File: src/rtl/rr_hold_arbiter_pkg.sv
// Shared types for the round-robin hold arbiter.
//   arb_state_e    : arbiter FSM state encoding
//   ARB_N_DEFAULT  : default requester count
package arb_pkg;

    typedef enum logic [1:0] {
        ARB_IDLE  = 2'd0,
        ARB_GRANT = 2'd1,
        ARB_GAP   = 2'd2
    } arb_state_e;

    localparam int ARB_N_DEFAULT = 3;

endpackage

File: src/rtl/rr_hold_arbiter_pick.sv
// rr_pick: combinational rotating priority encoder.
//   elig   in  N   eligible requesters
//   ptr    in  PW  index of the highest-priority requester
//   onehot out N   one-hot of the chosen requester (zero when none)
//   idx    out PW  index of the chosen requester
//   valid  out 1   at least one requester is eligible
module rr_pick #(
    parameter int N  = 3,
    parameter int PW = (N > 1) ? $clog2(N) : 1
) (
    input  logic [N-1:0]  elig,
    input  logic [PW-1:0] ptr,
    output logic [N-1:0]  onehot,
    output logic [PW-1:0] idx,
    output logic          valid
);

    int pos_s;

    // Scan from the farthest position back to ptr so the nearest eligible
    // requester (in rotating order) is the last one written and wins.
    always_comb begin
        idx   = {PW{1'b0}};
        valid = 1'b0;
        pos_s = 0;
        for (int k = N - 1; k >= 0; k--) begin
            pos_s = (int'(ptr) + k) % N;
            idx   = elig[pos_s] ? PW'(pos_s) : idx;
            valid = valid | elig[pos_s];
        end
    end

    assign onehot = valid ? ({{(N-1){1'b0}}, 1'b1} << idx) : {N{1'b0}};

endmodule

File: src/rtl/rr_hold_arbiter.sv
// rr_hold_arbiter: registered round-robin arbiter with grant hold and
// maximum tenure. A grant stays with its owner while the owner remains
// eligible (req & en), up to MAX_HOLD cycles, then ownership rotates.
// After each tenure GAP zero-grant cycles are inserted before the next grant.
//   clk           in   1  clock
//   rst           in   1  synchronous reset, active-low
//   req           in   N  request per requester
//   en            in   N  per-requester enable
//   grant         out  N  one-hot-or-zero grant, registered
//   busy          out  1  any grant bit set, registered
//   hold_expired  out  1  one-cycle pulse when a tenure is cut by MAX_HOLD
module rr_hold_arbiter
    import arb_pkg::*;
#(
    parameter int N        = ARB_N_DEFAULT,
    parameter int MAX_HOLD = 8,
    parameter int GAP      = 1
) (
    input  logic         clk,
    input  logic         rst,
    input  logic [N-1:0] req,
    input  logic [N-1:0] en,
    output logic [N-1:0] grant,
    output logic         busy,
    output logic         hold_expired
);

    localparam int PW = (N > 1) ? $clog2(N) : 1;
    localparam int HW = $clog2(MAX_HOLD + 1);

    arb_state_e    state_r;
    arb_state_e    state_nxt_s;
    logic [N-1:0]  grant_r;
    logic [N-1:0]  grant_nxt_s;
    logic          busy_r;
    logic          expired_r;
    logic          expired_nxt_s;
    logic [PW-1:0] ptr_r;
    logic [PW-1:0] ptr_nxt_s;
    logic [PW-1:0] owner_r;
    logic [PW-1:0] owner_nxt_s;
    logic [HW-1:0] hold_cnt_r;
    logic [HW-1:0] hold_nxt_s;
    logic [1:0]    gap_cnt_r;
    logic [1:0]    gap_nxt_s;

    logic [N-1:0]  elig_s;
    logic [PW-1:0] ptr_rel_s;
    logic [PW-1:0] pick_ptr_s;
    logic [N-1:0]  pick_onehot_s;
    logic [PW-1:0] pick_idx_s;
    logic          pick_valid_s;
    logic          owner_hit_s;
    logic          hold_max_s;

    assign elig_s      = req & en;
    assign ptr_rel_s   = (owner_r == PW'(N - 1)) ? {PW{1'b0}} : owner_r + PW'(1);
    assign owner_hit_s = elig_s[owner_r];
    assign hold_max_s  = (hold_cnt_r == HW'(MAX_HOLD));
    // Re-arbitration out of GRANT (GAP == 0) must already use the rotated pointer.
    assign pick_ptr_s  = (state_r == ARB_GRANT) ? ptr_rel_s : ptr_r;

    rr_pick #(
        .N  (N),
        .PW (PW)
    ) u_pick (
        .elig   (elig_s),
        .ptr    (pick_ptr_s),
        .onehot (pick_onehot_s),
        .idx    (pick_idx_s),
        .valid  (pick_valid_s)
    );

    // Next-state, next-grant and counter logic for the arbiter FSM.
    always_comb begin
        state_nxt_s   = state_r;
        grant_nxt_s   = grant_r;
        owner_nxt_s   = owner_r;
        ptr_nxt_s     = ptr_r;
        hold_nxt_s    = hold_cnt_r;
        gap_nxt_s     = gap_cnt_r;
        expired_nxt_s = 1'b0;
        case (state_r)
            ARB_IDLE: begin
                if (pick_valid_s) begin
                    state_nxt_s = ARB_GRANT;
                    grant_nxt_s = pick_onehot_s;
                    owner_nxt_s = pick_idx_s;
                    hold_nxt_s  = HW'(1);
                end else begin
                    state_nxt_s = ARB_IDLE;
                end
            end
            ARB_GRANT: begin
                if (!owner_hit_s || hold_max_s) begin
                    grant_nxt_s   = {N{1'b0}};
                    ptr_nxt_s     = ptr_rel_s;
                    hold_nxt_s    = {HW{1'b0}};
                    expired_nxt_s = owner_hit_s && hold_max_s;
                    if (GAP > 0) begin
                        state_nxt_s = ARB_GAP;
                        gap_nxt_s   = 2'd1;
                    end else if (pick_valid_s) begin
                        // Back-to-back hand-over: new grant at the release edge.
                        state_nxt_s = ARB_GRANT;
                        grant_nxt_s = pick_onehot_s;
                        owner_nxt_s = pick_idx_s;
                        hold_nxt_s  = HW'(1);
                    end else begin
                        state_nxt_s = ARB_IDLE;
                    end
                end else begin
                    hold_nxt_s = hold_cnt_r + HW'(1);
                end
            end
            ARB_GAP: begin
                // The last gap cycle arbitrates at its closing edge, so exactly
                // GAP zero-grant cycles separate two tenures.
                if (gap_cnt_r == 2'(GAP)) begin
                    gap_nxt_s = 2'd0;
                    if (pick_valid_s) begin
                        state_nxt_s = ARB_GRANT;
                        grant_nxt_s = pick_onehot_s;
                        owner_nxt_s = pick_idx_s;
                        hold_nxt_s  = HW'(1);
                    end else begin
                        state_nxt_s = ARB_IDLE;
                    end
                end else begin
                    gap_nxt_s = gap_cnt_r + 2'd1;
                end
            end
            default: begin
                state_nxt_s = ARB_IDLE;
                grant_nxt_s = {N{1'b0}};
                hold_nxt_s  = {HW{1'b0}};
                gap_nxt_s   = 2'd0;
            end
        endcase
    end

    // State and output registers with synchronous active-low reset.
    always_ff @(posedge clk) begin
        if (!rst) begin
            state_r    <= ARB_IDLE;
            grant_r    <= {N{1'b0}};
            busy_r     <= 1'b0;
            expired_r  <= 1'b0;
            ptr_r      <= {PW{1'b0}};
            owner_r    <= {PW{1'b0}};
            hold_cnt_r <= {HW{1'b0}};
            gap_cnt_r  <= 2'd0;
        end else begin
            state_r    <= state_nxt_s;
            grant_r    <= grant_nxt_s;
            busy_r     <= |grant_nxt_s;
            expired_r  <= expired_nxt_s;
            ptr_r      <= ptr_nxt_s;
            owner_r    <= owner_nxt_s;
            hold_cnt_r <= hold_nxt_s;
            gap_cnt_r  <= gap_nxt_s;
        end
    end

    assign grant        = grant_r;
    assign busy         = busy_r;
    assign hold_expired = expired_r;

endmodule

File: config.mk
export PLATFORM = sky130hd
export DESIGN_NAME = rr_hold_arbiter
export DESIGN_NICKNAME = d
export VERILOG_FILES = /design/src/rtl/rr_hold_arbiter_pkg.sv /design/src/rtl/rr_hold_arbiter_pick.sv /design/src/rtl/rr_hold_arbiter.sv
export SDC_FILE = /design/constraint.sdc
export NUM_CORES = 1
export LEC_CHECK = 0
export CORE_MARGIN = 10
export CORE_UTILIZATION = 52
export CTS_CLUSTER_SIZE = 8
export DETAILED_ROUTE_END_ITERATION = 8
export PLACE_DENSITY_LB_ADDON = 0.15
export SLEW_MARGIN = 20
export SYNTH_ARGS = -nofsm -noshare
export SYNTH_HDL_FRONTEND = slang
export SYNTH_SLANG_ARGS = --single-unit
File: constraint.sdc
create_clock -name clk -period 2.3 [get_ports clk]
set_input_delay 0.69 -clock clk [delete_from_list [all_inputs] [get_ports clk]]
set_output_delay 0.69 -clock clk [all_outputs]
set_load 0.03 [all_outputs]
==> results.yml, run 1 <==
yosys:
  synth_fp_nets: 144
  netlist_top_cells_count: "sky130_fd_sc_hd__nand2_1 (20), sky130_fd_sc_hd__dfxtp_1 (17), sky130_fd_sc_hd__ha_1 (7), sky130_fd_sc_hd__inv_1 (7), sky130_fd_sc_hd__nor2_1 (7)"
  synth_enable_flop_cells: 0
  ys.flop_type: "sky130_fd_sc_hd__dfxtp_1"
  netlist-cell-type-count: 36
  synth_area_per_inst_um2: 8.34
  post-synth-top-area-fraction_pct: 31.6
  post_synth_instance_area_mm2: 0.00108
  synth_top_cell_by_area: "sky130_fd_sc_hd__dfxtp_1"
  synth_most_common_cell: "sky130_fd_sc_hd__nand2_1"
  cells_after_synthesis: 129
  seq_area_frac_synth_pct: 31.6
  yosysWarningCount: 0
  ys_seq_elements: 17
  yosys-top-cells-area: "sky130_fd_sc_hd__dfxtp_1 (32%), sky130_fd_sc_hd__ha_1 (8.1%), sky130_fd_sc_hd__nand2_1 (7.0%)"
  asyncSetResetFlopFracSynth_pct: 0
setup_path:
  worstPathMaxFanout: 6
  timing.critical_path.max_delay_family: "compound AO/OA/AOI/OAI gates"
  worst_setup_startpoint: "req[1]"
  worst-endpoint-arrival_ns: 2.31
  worst_setup_path_end_kind: "flop"
  delay_of_the_slowest_critical_path_stage_ns: 0.47
  number_of_cells_traversed_by_the_worst_register_to_register_path: 6
  crit_path_cell_trace: "clkdlybuf4s50_1, a222oi_1, inv_2, a21oi_4, nor4_1, a311o_1"
  cpMaxStageDelayCell: "sky130_fd_sc_hd__a222oi_1"
  worstReg2RegEnd: "hold_cnt_r[3]"
  reg2reg_slack_ns: 0.43
  timing.critical_path.from_type: "input port"
  rr_startpoint: "state_r[0]"
  crit_buf_inv: 2
  criticalPathCategory: "in -> reg"
  timing.critical_path.required_ns: 2.48
clock_network:
  clk_root_buffer_cell: "sky130_fd_sc_hd__clkbuf_4"
  ctsLongestPathBuffers: 2
  cts-hold-fix-buffers: 0
  htree_num_levels: 1
  clock_sinks: 17
  clkTransAtPathRegs_ns: 0.11
  post_cts_resize_count: 0
  tritoncts_clock_tree: "done"
  cts_made_buffers: 3
  post-cts-setup-buffer-count: 0
  worst_skew_pair.late_latency_ns: 0.29
floorplanning:
  die_w_um: 65.5
  initial_core_util_pct: 54.8
  floorplan.die.height_um: 65.5
  core_mm2: 0.00196
  top_level_ports: 13
  floorplan.rows: 16
  design.die.area_mm2: 0.00429
place:
  sum_of_net_half_perimeters_after_detailed_placement_um: 2070
  place_worst_setup_slack_ns: -0.158
  io_buffers: 12
  gpl.final_weighted_congestion: 0.814
drt:
  detailedRoute.firstIterationViolations: 57
  route.antenna.remaining_nets: 0
  route.detailed.wl_per_inst_um: 13.9
  route.vias.total: 1018
  post_drt_via_cell_ratio: 5.56
  routed_wire_length_um: 2540
  drt_drc_violations_left: 0
  firstDrtPassIters: 4
sta:
  maxSlewHeadroom_pct: 59.1
  report.final.setup_viol: 0
  clock-skew-final_ns: 0.00925
  worst_hold_slack_ns: 0.458
  final.min_clock_period_ns: 2.13
  ratio_of_final_minimum_period_to_clock_period_pct: 92.8
  totalNegativeSetupSlack_ns: 0
  slew_violations: 0
  fmax_ghz: 0.469
  timing.final.hold_violations: 0
  timing.final.ws_setup_ns: 0.166
  tightest_slew_ns: 0.608
  grt_setup_unrepaired: "false"
global_routing:
  busiest_layer: "met2"
  global_route_wire_length_before_repair_um: 4230
  global_route.usage.met1_pct: 14.0
  maximum_number_of_pins_on_one_net_before_global_route_repair: 11
  grt.met3_usage_pct: 2.71
  global_route.overflow_total: 0
  initial_antenna_violation_count: 0
  global_route.usage.total_pct: 12.0
  via_count_of_the_first_global_routing_pass: 936
  use_met2_pct: 21.1
run:
  number_of_maximum_capacitance_violations: 0
power:
  cellLeakagePower_nw: 0.546
  post-layout-total-power_w: 0.000816
  ir_worst_vdd_v: 0.000368
  power_density_mw_per_mm2: 611
final_layout:
  fin_util_pct: 68.1
  final_layout_size_suffix_gt1_share_pct: 16.0
  finalNetCount: 172
  antennaDiodeCount: 0
  flow.area_growth_from_synthesis_pct: 24.2
min_path:
  hold_sp: "gap_cnt_r[1]"
  worstHoldEndpoint: "gap_cnt_r[1]"
  min_delay_path_depth: 2
  class_of_the_worst_hold_path: "reg -> reg"
status:
  run_status: "finished clean"
state kept, by name, summed over array words and instances, names as in the netlist:
name and count:
busy 1, gap_cnt_r 2, grant 3, hold_cnt_r 4
hold_expired 1, owner_r 2, ptr_r 2, state_r 2
cell families after synthesis:
logic type                 Yosys count  synth area share [%]
buffers and inverters               11                  5.23
muxes                                7                  6.63
AOI/OAI and AO/OA                   27                  20.1
adders and majority gates            7                  8.14
and+or+nand+nor                     60                  28.3
DFF                                 17                  31.6
cell usage in the layout, fill, tap and decap left out, types with 2 or more instances in the layout:
cell type | synthesis | routed
sky130_fd_sc_hd__o21ai_0 | 6 | 6
sky130_fd_sc_hd__clkbuf_4 | 0 | 3
sky130_fd_sc_hd__o2bb2ai_1 | 2 | 2
sky130_fd_sc_hd__nand2_1 | 20 | 20
sky130_fd_sc_hd__nor2b_1 | 5 | 5
sky130_fd_sc_hd__a311o_1 | 2 | 2
sky130_fd_sc_hd__nor4_1 | 3 | 3
sky130_fd_sc_hd__and2_1 | 2 | 2
sky130_fd_sc_hd__nand3_1 | 6 | 6
sky130_fd_sc_hd__nand3b_1 | 4 | 4
sky130_fd_sc_hd__inv_1 | 7 | 7
sky130_fd_sc_hd__dfxtp_1 | 17 | 17
sky130_fd_sc_hd__clkdlybuf4s50_1 | 0 | 12
sky130_fd_sc_hd__nor2_1 | 7 | 7
sky130_fd_sc_hd__mux2i_1 | 6 | 6
sky130_fd_sc_hd__ha_1 | 7 | 7
sky130_fd_sc_hd__buf_4 | 0 | 14
sky130_fd_sc_hd__or3_1 | 2 | 2
sky130_fd_sc_hd__o31a_1 | 2 | 2
sky130_fd_sc_hd__nor3_1 | 6 | 6
sky130_fd_sc_hd__a21oi_1 | 6 | 6
cell type report:
type / instances / area, µm²
fill: 170 / 626
timing repair buffer: 26 / 225
sequential: 17 / 340
clock buffer: 3 / 22.5
tap: 27 / 33.8
inverter: 8 / 30.0
clock inverter: 1 / 5.00
multi-input combinational: 101 / 679
report_power, final:
part	switching [W]	internal [W]
Combinational	0.000166	0.000138
Sequential	0.0000271	0.000322
Clock	0.0000976	0.0000646
worst max-delay path by stage:
stage | to | slack (ns) | cells past startpoint
global route | hold_cnt_r[3] | 0.07 | 6
global placement | hold_cnt_r[2] | -0.12 | 6
CTS | hold_cnt_r[2] | 0.15 | 6
finish | hold_cnt_r[3] | 0.17 | 6
detailed placement | hold_cnt_r[2] | -0.16 | 6
floorplan | hold_cnt_r[2] | 0.38 | 5
worst register-to-register path, stage by stage (launching register included):
cell,delay (ns)
sky130_fd_sc_hd__dfxtp_1,0.42
sky130_fd_sc_hd__inv_1,0.09
sky130_fd_sc_hd__ha_1,0.24
sky130_fd_sc_hd__nor2_1,0.39
sky130_fd_sc_hd__a21oi_4,0.09
sky130_fd_sc_hd__buf_4,0.18
sky130_fd_sc_hd__a311o_1,0.35
through the flow:
step / instances / area, µm²
3_5_place_dp: 179 / 1310
5_1_grt: 183 / 1340
2_1_floorplan: 129 / 1080
3_3_place_gp: 179 / 1310
4_1_cts: 183 / 1340
6_report: 183 / 1340
per-layer routing:
metal	vias to the layer above	routed length, µm
li1	518	-
met1	471	1170
met2	23	1210
met3	6	110
met4	0	40
met5	-	0
Note: power is estimated with default switching activity, not from simulation.
==> run 2, diff against run 1 <==
--- a/config.mk
+++ b/config.mk
@@ -5,7 +5,7 @@
 export SDC_FILE = /design/constraint.sdc
 export NUM_CORES = 1
 export LEC_CHECK = 0
-export CORE_MARGIN = 10
+export CORE_MARGIN = 1
 export CORE_UTILIZATION = 52
 export CTS_CLUSTER_SIZE = 8
 export DETAILED_ROUTE_END_ITERATION = 8
==> results.yml, run 2 (synthesized netlist as in run 1, its figures left out) <==
clock_network:
  cts_made_buffers: 3
  post_cts_resize_count: 0
  worst_skew_pair.late_latency_ns: 0.29
  clkTransAtPathRegs_ns: 0.10
  clock_sinks: 17
  tritoncts_clock_tree: "done"
  ctsLongestPathBuffers: 2
  htree_num_levels: 1
  cts-hold-fix-buffers: 0
  post-cts-setup-buffer-count: 0
  clk_root_buffer_cell: "sky130_fd_sc_hd__clkbuf_4"
final_layout:
  layout_commonest_cell: "sky130_fd_sc_hd__nand2_1"
  top_reg_by_flops: "hold_cnt_r"
  largest_register_ff_count: 4
  layout_common_cells: "sky130_fd_sc_hd__nand2_1 (20), sky130_fd_sc_hd__dfxtp_1 (17), sky130_fd_sc_hd__buf_4 (14)"
  flow.area_growth_from_synthesis_pct: 24.1
  final_layout_size_suffix_gt1_share_pct: 15.4
  antennaDiodeCount: 0
  instances_no_fill: 183
  finalNetCount: 172
floorplanning:
  die_w_um: 47.5
  floorplan.die.height_um: 47.5
  initial_core_util_pct: 54.8
  floorplan.rows: 16
  design.die.area_mm2: 0.00226
  top_level_ports: 13
  core_mm2: 0.00196
setup_path:
  worstPathMaxFanout: 6
  worst_setup_path_end_kind: "flop"
  timing.critical_path.from_type: "input port"
  rr_startpoint: "state_r[0]"
  worstReg2RegEnd: "hold_cnt_r[2]"
  number_of_cells_traversed_by_the_worst_register_to_register_path: 6
  timing.critical_path.required_ns: 2.48
  reg2reg_slack_ns: 0.43
  worst-endpoint-arrival_ns: 2.42
  criticalPathCategory: "in -> reg"
sta:
  clock-skew-final_ns: 0.00372
  tightest_slew_ns: 0.673
  worst_hold_slack_ns: 0.471
  report.final.setup_viol: 0
  slew_violations: 0
  maxSlewHeadroom_pct: 54.7
  ratio_of_final_minimum_period_to_clock_period_pct: 97.1
  final.min_clock_period_ns: 2.23
  fmax_ghz: 0.448
  timing.final.hold_violations: 0
  grt_setup_unrepaired: "false"
min_path:
  class_of_the_worst_hold_path: "reg -> reg"
  worstHoldEndpoint: "gap_cnt_r[1]"
  hold_sp: "gap_cnt_r[1]"
  min_delay_path_depth: 2
global_routing:
  global_route_wire_length_before_repair_um: 3620
  initial_antenna_violation_count: 0
  via_count_of_the_first_global_routing_pass: 861
  global_route.usage.total_pct: 23.7
  global_route.overflow_total: 0
  maximum_number_of_pins_on_one_net_before_global_route_repair: 12
drt:
  firstDrtPassIters: 4
  routed_wire_length_um: 2450
  drt_drc_violations_left: 0
  route.antenna.remaining_nets: 0
  detailedRoute.firstIterationViolations: 20
  route.detailed.wl_per_inst_um: 13.4
  post_drt_via_cell_ratio: 5.44
  route.vias.total: 995
power:
  ir_worst_vdd_v: 0.000372
  cellLeakagePower_nw: 0.543
  power_density_mw_per_mm2: 612
run:
  number_of_maximum_capacitance_violations: 0
place:
  gpl.final_weighted_congestion: 0.849
  placedCellCount: 179
  io_buffers: 12
  sum_of_net_half_perimeters_after_detailed_placement_um: 1890
status:
  run_status: "finished clean"
## run 2: changes by cell type in the layout (fill, tap and decap cells not counted), sizes merged
cell / before / now
clkinv: 1 / 0
clkbuf: 3 / 4
## run 2: worst max path at each step
stage,start,depth (start not counted),slack (ns),end
after floorplan,req[1],5,0.38,hold_cnt_r[2]
after global placement,req[1],6,-0.12,hold_cnt_r[2]
after detailed placement,req[1],6,-0.21,hold_cnt_r[2]
after CTS,req[1],6,0.08,hold_cnt_r[2]
after global routing,req[1],6,0.004,hold_cnt_r[2]
final,en[1],6,0.07,hold_cnt_r[2]
## run 2: final cells by class
type | instances | area, µm²
repair buffers | 26 | 225
multi-input cells | 101 | 679
clock buffers | 4 | 26.3
inverters | 8 | 30.0
well taps | 27 | 33.8
flip-flops and latches | 17 | 340
fillers | 186 | 627
## run 2: routing by layer
layer / GRT usage [%] / part of all wire, % / wire (µm) / up-vias
met1: 27.4 / 46 / 1140 / 444
li1: - / - / - / 527
met2: 41.4 / 49 / 1190 / 20
met5: 0 / 0 / 0 / -
met3: 4.53 / 3.8 / 94 / 4
met4: 12.0 / 1.1 / 26 / 0
## run 2: through the flow
stage                     power (W)  worst slack [ns]  util [%]  setup TNS [ns]  instance area [µm²]
after floorplan            0.000551             0.383         -               0                 1080
after global placement     0.000648            -0.118      66.7          -0.498                 1310
after detailed placement   0.000656            -0.206      66.7           -1.14                 1310
after CTS                  0.000822            0.0775      68.0               0                 1340
after global routing       0.000869           0.00439      68.0               0                 1340
final                      0.000817            0.0676      68.0               0                 1340
## run 2: power breakdown
group          internal, W  leakage (nW)  switching [W]
clock            0.0000675        0.0150      0.0000952
combinational     0.000139         0.389       0.000168
sequential        0.000322         0.139      0.0000250
total             0.000529         0.543       0.000288
## run 2: critical path, stage by stage
cell and delay, ns:
sky130_fd_sc_hd__clkdlybuf4s50_1 0.45, sky130_fd_sc_hd__a222oi_1 0.50, sky130_fd_sc_hd__inv_2 0.13, sky130_fd_sc_hd__a21oi_4 0.24, sky130_fd_sc_hd__nor4_1 0.08, sky130_fd_sc_hd__a311o_1 0.33
